**config.mk**
```make
export PLATFORM = sky130hd
export DESIGN_NAME = axi_aes_seq_flat
export DESIGN_NICKNAME = d
export VERILOG_FILES = /design/src/rtl/axi_aes_seq_if.sv /design/src/rtl/axi_aes_seq.sv /design/src/flat_wrapper.sv
export SDC_FILE = /design/constraint.sdc
export NUM_CORES = 1
export LEC_CHECK = 0
export ABC_AREA = 0
export CORE_AREA = 2 2 248 250
export CTS_CLUSTER_DIAMETER = 50
export CTS_CLUSTER_SIZE = 24
export DETAILED_ROUTE_END_ITERATION = 16
export DIE_AREA = 0 0 250 252
export GPL_TIMING_DRIVEN = 0
export HOLD_SLACK_MARGIN = 0.06
export SKIP_CTS_REPAIR_TIMING = 1
export SYNTH_ARGS = -nofsm -noshare
export SYNTH_HDL_FRONTEND = slang
export SYNTH_SLANG_ARGS = --single-unit
```
**constraint.sdc**
```tcl
create_clock -name s_axi_aclk -period 13.8 [get_ports s_axi_aclk]
set_input_delay 2.07 -clock s_axi_aclk [delete_from_list [all_inputs] [get_ports s_axi_aclk]]
set_output_delay 2.07 -clock s_axi_aclk [all_outputs]
set_load 0.005 [all_outputs]
```
**src/rtl/axi_aes_seq_if.sv**
```systemverilog
// Stream and AES-core signals of the axi_aes block sequencer.
// master = sequencer side, slave = DMA engine / AES core side.
interface axi_aes_seq_if #(
  parameter int DW = 128,
  parameter int CW = 32
);
  logic [CW-1:0]   m_axis_mm2s_cntrl_tdata;
  logic            m_axis_mm2s_cntrl_tvalid;
  logic            m_axis_mm2s_cntrl_tlast;
  logic            m_axis_mm2s_cntrl_tready;
  logic [DW-1:0]   m_axis_mm2s_tdata;
  logic [DW/8-1:0] m_axis_mm2s_tkeep;
  logic            m_axis_mm2s_tvalid;
  logic            m_axis_mm2s_tlast;
  logic            m_axis_mm2s_tready;
  logic [DW-1:0]   s_axis_s2mm_tdata;
  logic [DW/8-1:0] s_axis_s2mm_tkeep;
  logic            s_axis_s2mm_tvalid;
  logic            s_axis_s2mm_tlast;
  logic            s_axis_s2mm_tready;
  logic [CW-1:0]   s_axis_s2mm_sts_tdata;
  logic [CW/8-1:0] s_axis_s2mm_sts_tkeep;
  logic            s_axis_s2mm_sts_tvalid;
  logic            s_axis_s2mm_sts_tlast;
  logic            s_axis_s2mm_sts_tready;
  logic            aes_decrypt;
  logic            aes_key_load;
  logic            aes_key_done;
  logic            aes_start;
  logic [DW-1:0]   aes_din;
  logic            aes_done;
  logic [DW-1:0]   aes_dout;
  logic            busy;

  modport master (
    input  m_axis_mm2s_cntrl_tdata, m_axis_mm2s_cntrl_tvalid, m_axis_mm2s_cntrl_tlast,
    output m_axis_mm2s_cntrl_tready,
    input  m_axis_mm2s_tdata, m_axis_mm2s_tkeep, m_axis_mm2s_tvalid, m_axis_mm2s_tlast,
    output m_axis_mm2s_tready,
    output s_axis_s2mm_tdata, s_axis_s2mm_tkeep, s_axis_s2mm_tvalid, s_axis_s2mm_tlast,
    input  s_axis_s2mm_tready,
    output s_axis_s2mm_sts_tdata, s_axis_s2mm_sts_tkeep, s_axis_s2mm_sts_tvalid,
    output s_axis_s2mm_sts_tlast,
    input  s_axis_s2mm_sts_tready,
    output aes_decrypt, aes_key_load, aes_start, aes_din, busy,
    input  aes_key_done, aes_done, aes_dout
  );

  modport slave (
    output m_axis_mm2s_cntrl_tdata, m_axis_mm2s_cntrl_tvalid, m_axis_mm2s_cntrl_tlast,
    input  m_axis_mm2s_cntrl_tready,
    output m_axis_mm2s_tdata, m_axis_mm2s_tkeep, m_axis_mm2s_tvalid, m_axis_mm2s_tlast,
    input  m_axis_mm2s_tready,
    input  s_axis_s2mm_tdata, s_axis_s2mm_tkeep, s_axis_s2mm_tvalid, s_axis_s2mm_tlast,
    output s_axis_s2mm_tready,
    input  s_axis_s2mm_sts_tdata, s_axis_s2mm_sts_tkeep, s_axis_s2mm_sts_tvalid,
    input  s_axis_s2mm_sts_tlast,
    output s_axis_s2mm_sts_tready,
    input  aes_decrypt, aes_key_load, aes_start, aes_din, busy,
    output aes_key_done, aes_done, aes_dout
  );
endinterface

```
**src/rtl/axi_aes_seq.sv**
```systemverilog
// Packet sequencer: parses the DMA control header, optionally reloads the key,
// pushes one block at a time through the AES core and closes with a status word.
module axi_aes_seq #(
  parameter int C_M_AXIS_MM2S_TDATA_WIDTH       = 128,
  parameter int C_M_AXIS_MM2S_CNTRL_TDATA_WIDTH = 32,
  parameter int C_CNTRL_WORDS                   = 6,
  parameter int C_BLK_CNT_WIDTH                 = 16
) (
  input  logic          s_axi_aclk,
  input  logic          axi_reset,
  axi_aes_seq_if.master bus
);
  localparam int DW = C_M_AXIS_MM2S_TDATA_WIDTH;
  localparam int CW = C_M_AXIS_MM2S_CNTRL_TDATA_WIDTH;
  localparam int PAD_W = CW - 3 - C_BLK_CNT_WIDTH;
  localparam logic [7:0] HDR_WORDS = 8'(C_CNTRL_WORDS);

  typedef enum logic [3:0] {
    S_IDLE, S_HDR, S_KEY, S_KEY_WAIT, S_LOAD, S_RUN, S_RUN_WAIT, S_OUT, S_STS
  } state_t;

  state_t state_q, state_d;

  logic                       live_q;
  logic [7:0]                 hdr_cnt_q;
  logic                       hdr_err_q, keep_err_q, decrypt_q, rekey_q, last_q;
  logic [C_BLK_CNT_WIDTH-1:0] blk_cnt_q;
  logic [DW-1:0]              din_q, out_q;
  logic [DW/8-1:0]            keep_q;

  logic cntrl_rdy, data_rdy, out_vld, sts_vld, key_load, start;
  logic cntrl_hs, data_hs, out_hs, sts_hs, rekey_now;
  logic [7:0] hdr_total;

  assign cntrl_hs  = cntrl_rdy & bus.m_axis_mm2s_cntrl_tvalid;
  assign data_hs   = data_rdy & bus.m_axis_mm2s_tvalid;
  assign out_hs    = out_vld & bus.s_axis_s2mm_tready;
  assign sts_hs    = sts_vld & bus.s_axis_s2mm_sts_tready;
  assign hdr_total = (hdr_cnt_q == 8'hFF) ? 8'hFF : hdr_cnt_q + 8'd1;
  // app0 may arrive together with tlast, so the exit decision looks at it directly.
  assign rekey_now = (hdr_cnt_q == 8'd1) ? bus.m_axis_mm2s_cntrl_tdata[1] : rekey_q;

  // NOTE: sequential state uses non-blocking assignments so every flop samples pre-edge values.
  always_ff @(posedge s_axi_aclk or posedge axi_reset) begin
    if (axi_reset) state_q <= S_IDLE;
    else           state_q <= state_d;
  end

  // NOTE: every combinational output gets a default first, so no path can infer a latch.
  always_comb begin
    state_d = state_q;
    unique case (state_q)
      S_IDLE:     if (cntrl_hs) state_d = bus.m_axis_mm2s_cntrl_tlast ? S_LOAD : S_HDR;
      S_HDR:      if (cntrl_hs && bus.m_axis_mm2s_cntrl_tlast) state_d = rekey_now ? S_KEY : S_LOAD;
      S_KEY:      state_d = bus.aes_key_done ? S_LOAD : S_KEY_WAIT;
      S_KEY_WAIT: if (bus.aes_key_done) state_d = S_LOAD;
      S_LOAD:     if (data_hs) state_d = S_RUN;
      S_RUN:      state_d = bus.aes_done ? S_OUT : S_RUN_WAIT;
      S_RUN_WAIT: if (bus.aes_done) state_d = S_OUT;
      S_OUT:      if (out_hs) state_d = last_q ? S_STS : S_LOAD;
      S_STS:      if (sts_hs) state_d = S_IDLE;
      default:    state_d = S_IDLE;
    endcase
  end

  // live_q holds the control-stream ready low until the first edge after reset.
  always_comb begin
    cntrl_rdy = 1'b0;
    data_rdy  = 1'b0;
    out_vld   = 1'b0;
    sts_vld   = 1'b0;
    key_load  = 1'b0;
    start     = 1'b0;
    unique case (state_q)
      S_IDLE, S_HDR: cntrl_rdy = live_q;
      S_KEY:         key_load  = 1'b1;
      S_LOAD:        data_rdy  = 1'b1;
      S_RUN:         start     = 1'b1;
      S_OUT:         out_vld   = 1'b1;
      S_STS:         sts_vld   = 1'b1;
      default:       ;
    endcase
  end

  // NOTE: datapath registers are reset too, because every output must read 0 in reset.
  always_ff @(posedge s_axi_aclk or posedge axi_reset) begin
    if (axi_reset) begin
      live_q     <= 1'b0;
      hdr_cnt_q  <= '0;
      hdr_err_q  <= 1'b0;
      keep_err_q <= 1'b0;
      decrypt_q  <= 1'b0;
      rekey_q    <= 1'b0;
      last_q     <= 1'b0;
      blk_cnt_q  <= '0;
      din_q      <= '0;
      keep_q     <= '0;
      out_q      <= '0;
    end else begin
      live_q <= 1'b1;
      if (cntrl_hs) begin
        if (state_q == S_IDLE) begin
          hdr_cnt_q  <= 8'd1;
          hdr_err_q  <= (bus.m_axis_mm2s_cntrl_tdata[CW-1 -: 4] != 4'hA) ||
                        (bus.m_axis_mm2s_cntrl_tlast && HDR_WORDS != 8'd1);
          keep_err_q <= 1'b0;
          blk_cnt_q  <= '0;
          decrypt_q  <= 1'b0;
          rekey_q    <= 1'b0;
        end else begin
          hdr_cnt_q <= hdr_total;
          if (hdr_cnt_q == 8'd1) begin
            decrypt_q <= bus.m_axis_mm2s_cntrl_tdata[0];
            rekey_q   <= bus.m_axis_mm2s_cntrl_tdata[1];
          end
          if (bus.m_axis_mm2s_cntrl_tlast && hdr_total != HDR_WORDS) hdr_err_q <= 1'b1;
        end
      end
      if (data_hs) begin
        din_q  <= bus.m_axis_mm2s_tdata;
        keep_q <= bus.m_axis_mm2s_tkeep;
        last_q <= bus.m_axis_mm2s_tlast;
        if (blk_cnt_q != '1) blk_cnt_q <= blk_cnt_q + C_BLK_CNT_WIDTH'(1);
        if (!bus.m_axis_mm2s_tlast && bus.m_axis_mm2s_tkeep != '1) keep_err_q <= 1'b1;
      end
      if ((state_q == S_RUN || state_q == S_RUN_WAIT) && bus.aes_done) out_q <= bus.aes_dout;
    end
  end

  assign bus.m_axis_mm2s_cntrl_tready = cntrl_rdy;
  assign bus.m_axis_mm2s_tready       = data_rdy;
  assign bus.s_axis_s2mm_tdata        = out_q;
  assign bus.s_axis_s2mm_tkeep        = keep_q;
  assign bus.s_axis_s2mm_tvalid       = out_vld;
  assign bus.s_axis_s2mm_tlast        = out_vld & last_q;
  assign bus.s_axis_s2mm_sts_tdata    = sts_vld ? {1'b1, hdr_err_q, keep_err_q, {PAD_W{1'b0}}, blk_cnt_q}
                                                : '0;
  assign bus.s_axis_s2mm_sts_tkeep    = sts_vld ? '1 : '0;
  assign bus.s_axis_s2mm_sts_tvalid   = sts_vld;
  assign bus.s_axis_s2mm_sts_tlast    = sts_vld;
  assign bus.aes_decrypt              = decrypt_q;
  assign bus.aes_key_load             = key_load;
  assign bus.aes_start                = start;
  assign bus.aes_din                  = din_q;
  assign bus.busy                     = (state_q != S_IDLE);
endmodule

```
**src/flat_wrapper.sv**
```systemverilog
// flat-port wrapper written by rule: the top's interface ports become plain ports
module axi_aes_seq_flat 
#(
  parameter int C_M_AXIS_MM2S_TDATA_WIDTH       = 128,
  parameter int C_M_AXIS_MM2S_CNTRL_TDATA_WIDTH = 32,
  parameter int C_CNTRL_WORDS                   = 6,
  parameter int C_BLK_CNT_WIDTH                 = 16
)
  (s_axi_aclk, axi_reset, bus_m_axis_mm2s_cntrl_tdata, bus_m_axis_mm2s_cntrl_tvalid, bus_m_axis_mm2s_cntrl_tlast, bus_m_axis_mm2s_cntrl_tready, bus_m_axis_mm2s_tdata, bus_m_axis_mm2s_tkeep, bus_m_axis_mm2s_tvalid, bus_m_axis_mm2s_tlast, bus_m_axis_mm2s_tready, bus_s_axis_s2mm_tdata, bus_s_axis_s2mm_tkeep, bus_s_axis_s2mm_tvalid, bus_s_axis_s2mm_tlast, bus_s_axis_s2mm_tready, bus_s_axis_s2mm_sts_tdata, bus_s_axis_s2mm_sts_tkeep, bus_s_axis_s2mm_sts_tvalid, bus_s_axis_s2mm_sts_tlast, bus_s_axis_s2mm_sts_tready, bus_aes_decrypt, bus_aes_key_load, bus_aes_start, bus_aes_din, bus_busy, bus_aes_key_done, bus_aes_done, bus_aes_dout);
  axi_aes_seq_if #(.DW(128), .CW(32)) bus_i ();
  input  logic s_axi_aclk;
  input  logic axi_reset;
  input wire logic [$bits(bus_i.m_axis_mm2s_cntrl_tdata)-1:0] bus_m_axis_mm2s_cntrl_tdata;
  input wire logic [$bits(bus_i.m_axis_mm2s_cntrl_tvalid)-1:0] bus_m_axis_mm2s_cntrl_tvalid;
  input wire logic [$bits(bus_i.m_axis_mm2s_cntrl_tlast)-1:0] bus_m_axis_mm2s_cntrl_tlast;
  output wire logic [$bits(bus_i.m_axis_mm2s_cntrl_tready)-1:0] bus_m_axis_mm2s_cntrl_tready;
  input wire logic [$bits(bus_i.m_axis_mm2s_tdata)-1:0] bus_m_axis_mm2s_tdata;
  input wire logic [$bits(bus_i.m_axis_mm2s_tkeep)-1:0] bus_m_axis_mm2s_tkeep;
  input wire logic [$bits(bus_i.m_axis_mm2s_tvalid)-1:0] bus_m_axis_mm2s_tvalid;
  input wire logic [$bits(bus_i.m_axis_mm2s_tlast)-1:0] bus_m_axis_mm2s_tlast;
  output wire logic [$bits(bus_i.m_axis_mm2s_tready)-1:0] bus_m_axis_mm2s_tready;
  output wire logic [$bits(bus_i.s_axis_s2mm_tdata)-1:0] bus_s_axis_s2mm_tdata;
  output wire logic [$bits(bus_i.s_axis_s2mm_tkeep)-1:0] bus_s_axis_s2mm_tkeep;
  output wire logic [$bits(bus_i.s_axis_s2mm_tvalid)-1:0] bus_s_axis_s2mm_tvalid;
  output wire logic [$bits(bus_i.s_axis_s2mm_tlast)-1:0] bus_s_axis_s2mm_tlast;
  input wire logic [$bits(bus_i.s_axis_s2mm_tready)-1:0] bus_s_axis_s2mm_tready;
  output wire logic [$bits(bus_i.s_axis_s2mm_sts_tdata)-1:0] bus_s_axis_s2mm_sts_tdata;
  output wire logic [$bits(bus_i.s_axis_s2mm_sts_tkeep)-1:0] bus_s_axis_s2mm_sts_tkeep;
  output wire logic [$bits(bus_i.s_axis_s2mm_sts_tvalid)-1:0] bus_s_axis_s2mm_sts_tvalid;
  output wire logic [$bits(bus_i.s_axis_s2mm_sts_tlast)-1:0] bus_s_axis_s2mm_sts_tlast;
  input wire logic [$bits(bus_i.s_axis_s2mm_sts_tready)-1:0] bus_s_axis_s2mm_sts_tready;
  output wire logic [$bits(bus_i.aes_decrypt)-1:0] bus_aes_decrypt;
  output wire logic [$bits(bus_i.aes_key_load)-1:0] bus_aes_key_load;
  output wire logic [$bits(bus_i.aes_start)-1:0] bus_aes_start;
  output wire logic [$bits(bus_i.aes_din)-1:0] bus_aes_din;
  output wire logic [$bits(bus_i.busy)-1:0] bus_busy;
  input wire logic [$bits(bus_i.aes_key_done)-1:0] bus_aes_key_done;
  input wire logic [$bits(bus_i.aes_done)-1:0] bus_aes_done;
  input wire logic [$bits(bus_i.aes_dout)-1:0] bus_aes_dout;
  assign bus_i.m_axis_mm2s_cntrl_tdata = bus_m_axis_mm2s_cntrl_tdata;
  assign bus_i.m_axis_mm2s_cntrl_tvalid = bus_m_axis_mm2s_cntrl_tvalid;
  assign bus_i.m_axis_mm2s_cntrl_tlast = bus_m_axis_mm2s_cntrl_tlast;
  assign bus_m_axis_mm2s_cntrl_tready = bus_i.m_axis_mm2s_cntrl_tready;
  assign bus_i.m_axis_mm2s_tdata = bus_m_axis_mm2s_tdata;
  assign bus_i.m_axis_mm2s_tkeep = bus_m_axis_mm2s_tkeep;
  assign bus_i.m_axis_mm2s_tvalid = bus_m_axis_mm2s_tvalid;
  assign bus_i.m_axis_mm2s_tlast = bus_m_axis_mm2s_tlast;
  assign bus_m_axis_mm2s_tready = bus_i.m_axis_mm2s_tready;
  assign bus_s_axis_s2mm_tdata = bus_i.s_axis_s2mm_tdata;
  assign bus_s_axis_s2mm_tkeep = bus_i.s_axis_s2mm_tkeep;
  assign bus_s_axis_s2mm_tvalid = bus_i.s_axis_s2mm_tvalid;
  assign bus_s_axis_s2mm_tlast = bus_i.s_axis_s2mm_tlast;
  assign bus_i.s_axis_s2mm_tready = bus_s_axis_s2mm_tready;
  assign bus_s_axis_s2mm_sts_tdata = bus_i.s_axis_s2mm_sts_tdata;
  assign bus_s_axis_s2mm_sts_tkeep = bus_i.s_axis_s2mm_sts_tkeep;
  assign bus_s_axis_s2mm_sts_tvalid = bus_i.s_axis_s2mm_sts_tvalid;
  assign bus_s_axis_s2mm_sts_tlast = bus_i.s_axis_s2mm_sts_tlast;
  assign bus_i.s_axis_s2mm_sts_tready = bus_s_axis_s2mm_sts_tready;
  assign bus_aes_decrypt = bus_i.aes_decrypt;
  assign bus_aes_key_load = bus_i.aes_key_load;
  assign bus_aes_start = bus_i.aes_start;
  assign bus_aes_din = bus_i.aes_din;
  assign bus_busy = bus_i.busy;
  assign bus_i.aes_key_done = bus_aes_key_done;
  assign bus_i.aes_done = bus_aes_done;
  assign bus_i.aes_dout = bus_aes_dout;
  axi_aes_seq #(.C_M_AXIS_MM2S_TDATA_WIDTH(C_M_AXIS_MM2S_TDATA_WIDTH), .C_M_AXIS_MM2S_CNTRL_TDATA_WIDTH(C_M_AXIS_MM2S_CNTRL_TDATA_WIDTH), .C_CNTRL_WORDS(C_CNTRL_WORDS), .C_BLK_CNT_WIDTH(C_BLK_CNT_WIDTH)) u_core (.s_axi_aclk(s_axi_aclk), .axi_reset(axi_reset), .bus(bus_i));
endmodule
```
==> results of run 1 <==
==> routing by layer <==
layer,share of wire,routed length (um),global-route usage,up-vias
li1,-,-,-,5080
met1,0.39,17200,0.154,5031
met2,0.49,21500,0.235,480
met3,0.091,4030,0.0492,74
met4,0.034,1490,0.0518,2
met5,0.00029,13,0,-
==> per-stage QoR <==
stage	worst slack (ns)	TNS [ns]	total power [uW]
2_1_floorplan	3.27	0	2160
3_3_place_gp	-0.859	-244.28	3280
3_5_place_dp	8.65	0	3320
4_1_cts	7.99	0	4470
5_1_grt	7.81	0	4670
6_report	8.15	0	4390
==> cells by family (layout without fill, tap and decap cells) <==
group	count (synthesis)	count (layout)	synth area share
AOI/OAI and AO/OA	55	55	0.0293
adders and majority gates	3	3	0.00301
other	2	14	0.000602
and+or+nand+nor	566	566	0.189
xor gates and xnor gates	8	8	0.00561
buffers and inverters	91	761	0.0369
muxes	136	136	0.122
DFF	306	306	0.613
==> worst paths after layout <==
| check | cells past startpoint | from | to | slack (ns) |
|---|---|---|---|---|
| min in group asynchronous | 2 | axi_reset | u_core.bus.s_axis_s2mm_tdata[26]$_DFFE_PP0P_ | 2.02 |
| hold reg to reg | 2 | u_core.bus.aes_din[53]$_DFFE_PP0P_ | u_core.bus.aes_din[53]$_DFFE_PP0P_ | 0.47 |
| setup / recovery | 6 | u_core.state_q[3]$_DFFE_PP0P_ | bus_s_axis_s2mm_sts_tdata[14] | 8.15 |
| max in group asynchronous | 3 | axi_reset | u_core.bus.aes_din[103]$_DFFE_PP0P_ | 10.68 |
| setup reg to reg | 7 | u_core.state_q[2]$_DFFE_PP0P_ | u_core.bus.aes_din[126]$_DFFE_PP0P_ | 11.26 |
| hold / removal | 2 | u_core.bus.aes_din[53]$_DFFE_PP0P_ | u_core.bus.aes_din[53]$_DFFE_PP0P_ | 0.47 |
==> layout by cell type (no fill, tap or decap), types with 10 or more instances in the layout <==
| master | count |
|---|---|
| a21oi_1 | 13 |
| and2_1 | 24 |
| buf_2 | 28 |
| buf_4 | 22 |
| clkbuf_1 | 31 |
| clkbuf_16 | 41 |
| clkdlybuf4s50_1 | 592 |
| conb_1 | 14 |
| dfrtp_1 | 306 |
| mux2_1 | 120 |
| nand2_1 | 460 |
| nand3_1 | 15 |
| nand4_1 | 10 |
| nor2_1 | 19 |
| o21ai_0 | 12 |
==> final cells by class <==
type                            count  area [sq um]
Fill cell                        5989         39200
Buffer                             81           423
Clock buffer                       47          1100
Multi-Input combinational cell    782          4410
Sequential cell                   306          7660
Clock inverter                     29           364
Tap cell                          782           978
Inverter                           10          45.0
Timing Repair Buffer              594          5980
==> tightest hold or removal path, delay by kind of cell, from the launching register on <==
kind          cells  cell delay [ns]
flops             1             0.34
simple gates      2             0.10
==> Yosys cell counts, types with 4 or more instances <==
cell type and n:
a21oi_1 13, a22o_1 6, and2_1 24, and3_1 7
buf_2 28, buf_4 22, clkbuf_1 30, dfrtp_1 306
inv_1 10, mux2_1 120, mux2_2 9, mux2i_1 7
nand2_1 460, nand2b_1 4, nand3_1 15, nand4_1 10
nor2_1 19, nor3_1 4, nor4_1 6, o211ai_1 4
o21ai_0 12, o31ai_1 5, xnor2_1 7
==> report_power, final <==
part	internal, uW	leakage, uW	switching [uW]
combinational	1030	0.00489	706
clock	652	0.000694	456
sequential	1310	0.00377	234
total	2990	0.00935	1400
==> sequential cells by signal, indices dropped and copies added (netlist names) <==
name / cells
u_core.hdr_cnt_q: 8
u_core.rekey_q: 1
u_core.last_q: 1
u_core.bus.s_axis_s2mm_tkeep: 16
u_core.bus.s_axis_s2mm_tdata: 128
u_core.keep_err_q: 1
u_core.live_q: 1
u_core.state_q: 4
u_core.blk_cnt_q: 16
u_core.bus.aes_din: 128
u_core.hdr_err_q: 1
u_core.bus.aes_decrypt: 1
==> flow_metrics.py, run 1 <==
metrics = {
    "clocking": {
        "cts_root_buffer": "clkbuf_16",
        "clk_path_buf_depth": 3,
        "cts_tree": "done",
        "clkTransAtPathRegs_ns": 0.06,
        "cts_buffers": 41,
        "clock_latency_ns": 0.55,
        "htreeDepth": 2,
        "cts.sinks": 306,
    },
    "power_and_ir_drop": {
        "power_density_nw_per_um2": 209,
        "leakagePower_uw": 0.00935,
        "irDropWorstVdd_v": 0.000110,
    },
    "floorplanning": {
        "rows": 90,
        "initial_core_util": 0.208,
        "die_h_um": 252,
        "ioPinCount": 632,
        "core_region_area_sq_um": 60100,
        "die_area_sq_um": 63000,
        "die_x_um": 250,
    },
    "grt": {
        "grt_usage": 0.136,
        "grt_pass1_vias": 11100,
        "grt_max_degree": 114,
        "gr-total-overflow": 0,
        "grt_pass1_wl_mm": 66.2,
        "antenna_found_initial": 2,
    },
    "job": {
        "cap_violations": 0,
    },
    "setup_path": {
        "cp_data_required_time_ns": 11.73,
        "critPathBufInv": 4,
        "path_max_fanout": 16,
        "cp_slowest_stage_delay_ns": 0.59,
        "path_cells": "buf_2, nor4b_1, clkbuf_1, buf_2, and2_1, clkdlybuf4s50_1",
        "cp_slowest_cell": "clkdlybuf4s50_1",
        "cp_common_cell": "buf_2",
        "startpoint_type": "flop",
        "crit_type": "reg -> out",
        "worstSetupEndpointType": "primary output",
        "critPathTopFamily": "buffers and inverters",
        "worstPathArrival_ns": 3.58,
    },
    "sta": {
        "drv_slew": 0,
        "tightest_slew_ns": 0.904,
        "finClkSkew_ns": 0.0214,
        "setup_viol": 0,
        "rsz0062_at_grt": "no",
        "fin_crit_sh": 0.410,
        "whs_ns": 0.471,
        "hold_violations": 0,
        "max_slew_margin": 0.392,
        "max_freq_ghz": 0.177,
        "period_minus_slack_ns": 5.65,
    },
    "synth": {
        "synth.yosys.seq_area_share": 0.613,
        "synth_largest_area_cell": "dfrtp_1",
        "ys_ff_latch": 306,
        "synth.distinct_cells": 47,
        "ys_warn_count": 0,
        "avgSynthCellArea_sq_um": 10.7,
        "syn_area_sq_um": 12500,
        "ys_async_sr_fraction": 1.00,
        "synthTopCellsByArea": "dfrtp_1, nand2_1, mux2_1",
        "synthFlopType": "dfrtp_1",
        "synth_edf_count": 0,
        "synthCells": 1167,
        "synth_top_area_share": 0.613,
    },
    "cells_and_area": {
        "final_util": 0.349,
        "nets": 2133,
        "drive_above_1_share": 0.0773,
        "syn2layout_area_growth_pct": 67.9,
        "n_antenna_cell": 0,
        "stdcell_area_sq_um": 21000,
        "fin_cells": 2631,
    },
    "placement": {
        "place.gp.congestion": 0.830,
        "port_buffers": 592,
        "hpwlAfterDp_mm": 34.5,
        "place_area_sq_um": 19500,
        "dp_cells": 2555,
    },
    "route": {
        "routed_wl_mm": 44.2,
        "drc": 0,
        "antenna_left": 0,
        "wl_per_cell_um": 16.8,
        "drt_iter0_markers": 468,
        "routed_via_density": 4.05,
        "num_vias": 10700,
        "dr.pass1.iters": 4,
    },
    "min_path": {
        "worst_hold_path_type": "reg -> reg",
    },
    "run_status": {
        "status": "finished clean",
    },
}
Power figures use the tool's default switching activity.
==> run 2, diff against run 1 <==
- CORE_AREA: 2 2 248 250 -> 2 2 246 248
- DIE_AREA: 0 0 250 252 -> 0 0 248 250
- clock period: 13.8 -> 4.76 ns (I/O delays scaled with it)
==> flow_metrics.py, run 2 (synthesized netlist as in run 1, its figures left out) <==
metrics = {
    "clocking": {
        "cts_buffers": 38,
        "cts_tree": "done",
        "clk_path_buf_depth": 3,
        "clkTransAtPathRegs_ns": 0.07,
        "cts_root_buffer": "clkbuf_16",
        "cts.sinks": 306,
        "clock_latency_ns": 0.55,
        "htreeDepth": 2,
    },
    "min_path": {
        "worst_hold_path_type": "in -> async",
    },
    "route": {
        "num_vias": 10800,
        "drc": 0,
        "dr.pass1.iters": 4,
        "antenna_left": 0,
        "routed_via_density": 4.09,
        "wl_per_cell_um": 16.8,
        "routed_wl_mm": 44.1,
        "drt_iter0_markers": 464,
    },
    "floorplanning": {
        "die_h_um": 250,
        "die_x_um": 248,
        "rows": 90,
        "initial_core_util": 0.210,
        "die_area_sq_um": 62000,
        "ioPinCount": 632,
        "core_region_area_sq_um": 59600,
    },
    "sta": {
        "drv_slew": 0,
        "fin_ws_ns": 0.585,
        "fin_crit_sh": 0.877,
        "setup-tns-final_ns": 0,
        "rsz0062_at_grt": "no",
        "setup_viol": 0,
        "max_freq_ghz": 0.240,
        "period_minus_slack_ns": 4.17,
        "finClkSkew_ns": 0.0281,
        "max_slew_margin": 0.425,
        "tightest_slew_ns": 0.854,
        "hold_violations": 0,
    },
    "setup_path": {
        "path_cells": "buf_2, nor4b_1, clkbuf_1, buf_2, and2_1, clkdlybuf4s50_1",
        "cp_common_cell": "buf_2",
        "cp_slowest_cell": "clkdlybuf4s50_1",
        "cp_data_required_time_ns": 4.05,
        "critPathBufInv": 4,
        "critPathTopFamily": "buffers and inverters",
        "worstSetupEndpointType": "primary output",
        "crit_type": "reg -> out",
        "path_max_fanout": 16,
        "cp_slowest_stage_delay_ns": 0.63,
        "worstPathArrival_ns": 3.46,
        "startpoint_type": "flop",
    },
    "placement": {
        "dp_slack_ns": 1.03,
        "dp_cells": 2561,
        "port_buffers": 592,
        "hpwlAfterDp_mm": 34.7,
        "place.gp.congestion": 0.829,
    },
    "cells_and_area": {
        "fin_cells": 2630,
        "syn2layout_area_growth_pct": 67.6,
        "nets": 2136,
        "num-fill-cells": 5914,
        "final_util": 0.351,
        "drive_above_1_share": 0.0742,
        "layout_commonest_cell": "clkdlybuf4s50_1",
        "final_cell_mix": "clkdlybuf4s50_1, nand2_1, dfrtp_1",
    },
    "power_and_ir_drop": {
        "leakagePower_uw": 0.00934,
        "irDropWorstVdd_v": 0.000299,
        "power_density_nw_per_um2": 597,
    },
    "grt": {
        "grt_pass1_vias": 11100,
        "grt_usage": 0.137,
        "gr-total-overflow": 0,
        "antenna_found_initial": 1,
        "grt_max_degree": 42,
        "grt_pass1_wl_mm": 65.4,
    },
    "run_status": {
        "status": "finished clean",
    },
    "job": {
        "cap_violations": 0,
    },
}
## run 2: power breakdown
group	switching, uW	internal (uW)	leakage [uW]
Clock	1200	1830	0.000638
Combinational	2010	2990	0.00493
Sequential	674	3800	0.00377
## run 2: area by class of cell
class	count	area, sq um	share of cell area
Clock inverter	19	263	0.0126
Sequential cell	306	7660	0.366
Antenna cell	1	2.50	0.000120
Multi-Input combinational cell	782	4410	0.211
Clock buffer	49	1060	0.0508
Buffer	81	423	0.0202
Timing Repair Buffer	600	6090	0.291
Inverter	10	41.3	0.00197
Tap cell	782	978	0.0468
## run 2: worst register-to-register path, stage by stage (launching register included)
cell and delay, ns:
dfrtp_1 0.35, buf_2 0.16, nor4b_4 0.16, nand2_1 0.36, clkbuf_1 0.63, clkbuf_1 0.54
nand2_1 0.13, nand2_1 0.09
## run 2: worst paths after layout
check | startpoint | endpoint | slack (ns) | cells past startpoint
setup / recovery | u_core.state_q[3]$_DFFE_PP0P_ | bus_s_axis_s2mm_sts_tdata[14] | 0.59 | 6
hold / removal | axi_reset | u_core.bus.s_axis_s2mm_tdata[1]$_DFFE_PP0P_ | 0.46 | 2
setup reg to reg | u_core.state_q[2]$_DFFE_PP0P_ | u_core.bus.aes_din[29]$_DFFE_PP0P_ | 2.25 | 7
hold reg to reg | u_core.keep_err_q$_DFF_PP0_ | u_core.keep_err_q$_DFF_PP0_ | 0.47 | 2
max in group asynchronous | axi_reset | u_core.bus.aes_din[118]$_DFFE_PP0P_ | 2.94 | 6
min in group s_axi_aclk | u_core.keep_err_q$_DFF_PP0_ | u_core.keep_err_q$_DFF_PP0_ | 0.47 | 2
## run 2: layer usage
| metal | part of all wire | global-route usage | vias to the layer above |
|---|---|---|---|
| li1 | - | - | 5081 |
| met1 | 0.38 | 0.151 | 5126 |
| met2 | 0.49 | 0.241 | 484 |
| met3 | 0.10 | 0.0530 | 70 |
| met4 | 0.025 | 0.0402 | 0 |
| met5 | 0 | 0 | - |
## run 2: stage by stage
stage               power (uW)  instance area, sq um  hold slack (ns)
CTS                      12700                 20900            0.424
global route             13400                 20900            0.444
global placement          9490                 19400            0.458
floorplan                 6250                 12500            0.440
detailed placement        9590                 19600            0.461
finish                   12500                 20900            0.459
==> run 3, diff against run 2 <==
- ABC_AREA: 0 -> 1
- CORE_AREA: 2 2 246 248 -> 2 2 248 250
- DIE_AREA: 0 0 248 250 -> 0 0 250 252
- HOLD_SLACK_MARGIN: 0.06 -> 0.15
==> flow_metrics.py, run 3 <==
metrics = {
    "route": {
        "wl_per_cell_um": 16.8,
        "routed_via_density": 4.06,
        "antenna_left": 0,
        "drc": 0,
        "drt_iter0_markers": 535,
        "routed_wl_mm": 45.6,
        "num_vias": 11000,
        "dr.pass1.iters": 5,
    },
    "grt": {
        "grt_pass1_vias": 11500,
        "grt_usage": 0.140,
        "gr-total-overflow": 0,
        "grt_max_degree": 45,
        "antenna_found_initial": 6,
        "grt_pass1_wl_mm": 69.1,
    },
    "sta": {
        "setup-tns-final_ns": 0,
        "tightest_slew_ns": 0.863,
        "max_slew_margin": 0.420,
        "setup_viol": 0,
        "rsz0062_at_grt": "no",
        "max_freq_ghz": 0.278,
        "hold_violations": 0,
        "finClkSkew_ns": 0.0201,
        "fin_crit_sh": 0.755,
        "drv_slew": 0,
        "whs_ns": 0.467,
        "period_minus_slack_ns": 3.59,
    },
    "synth": {
        "synthFlopType": "dfrtp_1",
        "ys_async_sr_fraction": 1.00,
        "synth-simple-area-share": 0.187,
        "synthCells": 1243,
        "synth_common_cells": "nand2_1, dfrtp_1, mux2_4",
        "synth_mux_area_frac": 0.145,
        "avgSynthCellArea_sq_um": 10.5,
        "ys_warn_count": 0,
        "synth_compound_area_frac": 0.0208,
        "synth_top_family_by_area": "simple AND/OR/NAND/NOR gates",
        "ys_ff_latch": 306,
        "synth_xor_area_frac": 0,
        "synth_largest_area_cell": "dfrtp_1",
        "synth.distinct_cells": 32,
        "synthTopCellsByArea": "dfrtp_1, nand2_1, mux2_4",
        "synth.yosys.seq_area_share": 0.588,
        "synth_top_area_share": 0.588,
        "synthAdderAreaFrac": 0.00288,
        "synth_edf_count": 0,
        "synth_most_common_cell": "nand2_1",
        "syn_area_sq_um": 13000,
    },
    "power_and_ir_drop": {
        "internal-power_uw": 9150,
        "leakagePower_uw": 0.0102,
        "switching_power_uw": 4270,
        "switching_share": 0.318,
        "power_density_nw_per_um2": 622,
        "power.share.combinational": 0.426,
        "irDropWorstVdd_v": 0.000328,
        "power.total_uw": 13400,
        "p_clk_frac": 0.237,
        "pwr-share-seq": 0.337,
    },
    "cells_and_area": {
        "syn2layout_area_growth_pct": 65.6,
        "nets": 2215,
        "final_cell_mix": "clkdlybuf4s50_1, nand2_1, dfrtp_1",
        "drive_above_1_share": 0.140,
        "layout_commonest_cell": "clkdlybuf4s50_1",
    },
    "setup_path": {
        "worstPathArrival_ns": 2.88,
        "cp_data_required_time_ns": 4.05,
        "cp_slowest_cell": "clkdlybuf4s50_1",
        "startpoint_type": "flop",
        "critPathBufInv": 4,
        "path_max_fanout": 10,
        "cp_slowest_stage_delay_ns": 0.58,
        "worstSetupEndpointType": "primary output",
        "crit_type": "reg -> out",
        "critPathTopFamily": "buffers and inverters",
        "cp_common_cell": "nor2_1",
        "path_cells": "nor2_1, inv_1, nor3_2, inv_2, clkbuf_1, nor2_1, clkdlybuf4s50_1",
    },
    "floorplanning": {
        "initial_core_util": 0.217,
        "die_h_um": 252,
        "die_area_sq_um": 63000,
        "core_region_area_sq_um": 60100,
        "die_x_um": 250,
        "rows": 90,
        "ioPinCount": 632,
    },
    "clocking": {
        "clk_path_buf_depth": 3,
        "clkTransAtPathRegs_ns": 0.06,
        "cts_root_buffer": "clkbuf_16",
        "htreeDepth": 2,
        "cts_tree": "done",
        "clock_latency_ns": 0.56,
        "cts_buffers": 40,
        "cts.sinks": 306,
    },
    "job": {
        "cap_violations": 0,
    },
    "placement": {
        "place.gp.congestion": 0.841,
        "hpwlAfterDp_mm": 35.2,
        "port_buffers": 592,
    },
    "min_path": {
        "worst_hold_path_type": "reg -> reg",
    },
    "run_status": {
        "status": "finished clean",
    },
}
-- run 3: worst min-delay path, stage by stage, from the launching register on --
cell     delay [ns]
dfrtp_1        0.34
nand2_1        0.05
nand2_1        0.04
-- run 3: cell families after synthesis --
logic type                 after synthesis
DFF                                    306
other                                    2
AOI/OAI and AO/OA                       49
muxes                                  128
adders and majority gates                3
and+or+nand+nor                        617
buffers and inverters                  138
-- run 3: worst paths after layout --
kind	depth (start not counted)	slack [ns]	from	to
max	7	1.17	u_core.state_q[1]$_DFFE_PP0P_	bus_s_axis_s2mm_sts_tdata[8]
min in group asynchronous	2	0.57	axi_reset	u_core.bus.s_axis_s2mm_tdata[4]$_DFFE_PP0P_
max in group asynchronous	6	2.85	axi_reset	u_core.bus.aes_din[111]$_DFFE_PP0P_
min	2	0.47	u_core.bus.aes_din[1]$_DFFE_PP0P_	u_core.bus.aes_din[1]$_DFFE_PP0P_
max reg2reg	9	2.47	u_core.state_q[2]$_DFFE_PP0P_	u_core.bus.s_axis_s2mm_tkeep[9]$_DFFE_PP0P_
min reg2reg	2	0.47	u_core.bus.aes_din[1]$_DFFE_PP0P_	u_core.bus.aes_din[1]$_DFFE_PP0P_
-- run 3: layout make-up --
class / count / area (sq um)
flip-flops and latches: 306 / 7660
plain buffers: 70 / 472
clock buffers: 42 / 1040
multi-input cells: 811 / 4690
clock inverters: 32 / 373
inverters: 68 / 259
well taps: 782 / 978
diodes: 1 / 2.50
repair buffers: 601 / 6100
fillers: 5989 / 38600
-- run 3: metrics by stage --
step | worst slack [ns] | area (sq um) | utilization | instances
global route | 0.963 | 21600 | 0.359 | 2712
floorplan | -0.0250 | 13100 | - | 1255
CTS | 1.08 | 21600 | 0.359 | 2712
global placement | -2.37 | 20000 | 0.332 | 2629
finish | 1.17 | 21600 | 0.359 | 2713
detailed placement | 1.70 | 20200 | 0.335 | 2638
-- run 3: per-layer routing --
metal  global-route usage  part of all wire  up-vias
li1                     -                 -     5235
met1                0.163              0.40     5244
met2                0.240              0.48      439
met3               0.0511             0.088       89
met4               0.0465             0.029       10
met5                    0            0.0015        -
-- run 3: power by group through the flow --
stage          sequential [uW]  combinational (uW)  clock, uW
6_report                  4530                5720       3180
5_1_grt                   4680                6220       3380
4_1_cts                   4520                5810       3280
3_5_place_dp              4550                5770          0
3_3_place_gp              4500                5720          0
2_1_floorplan             4580                2370          0
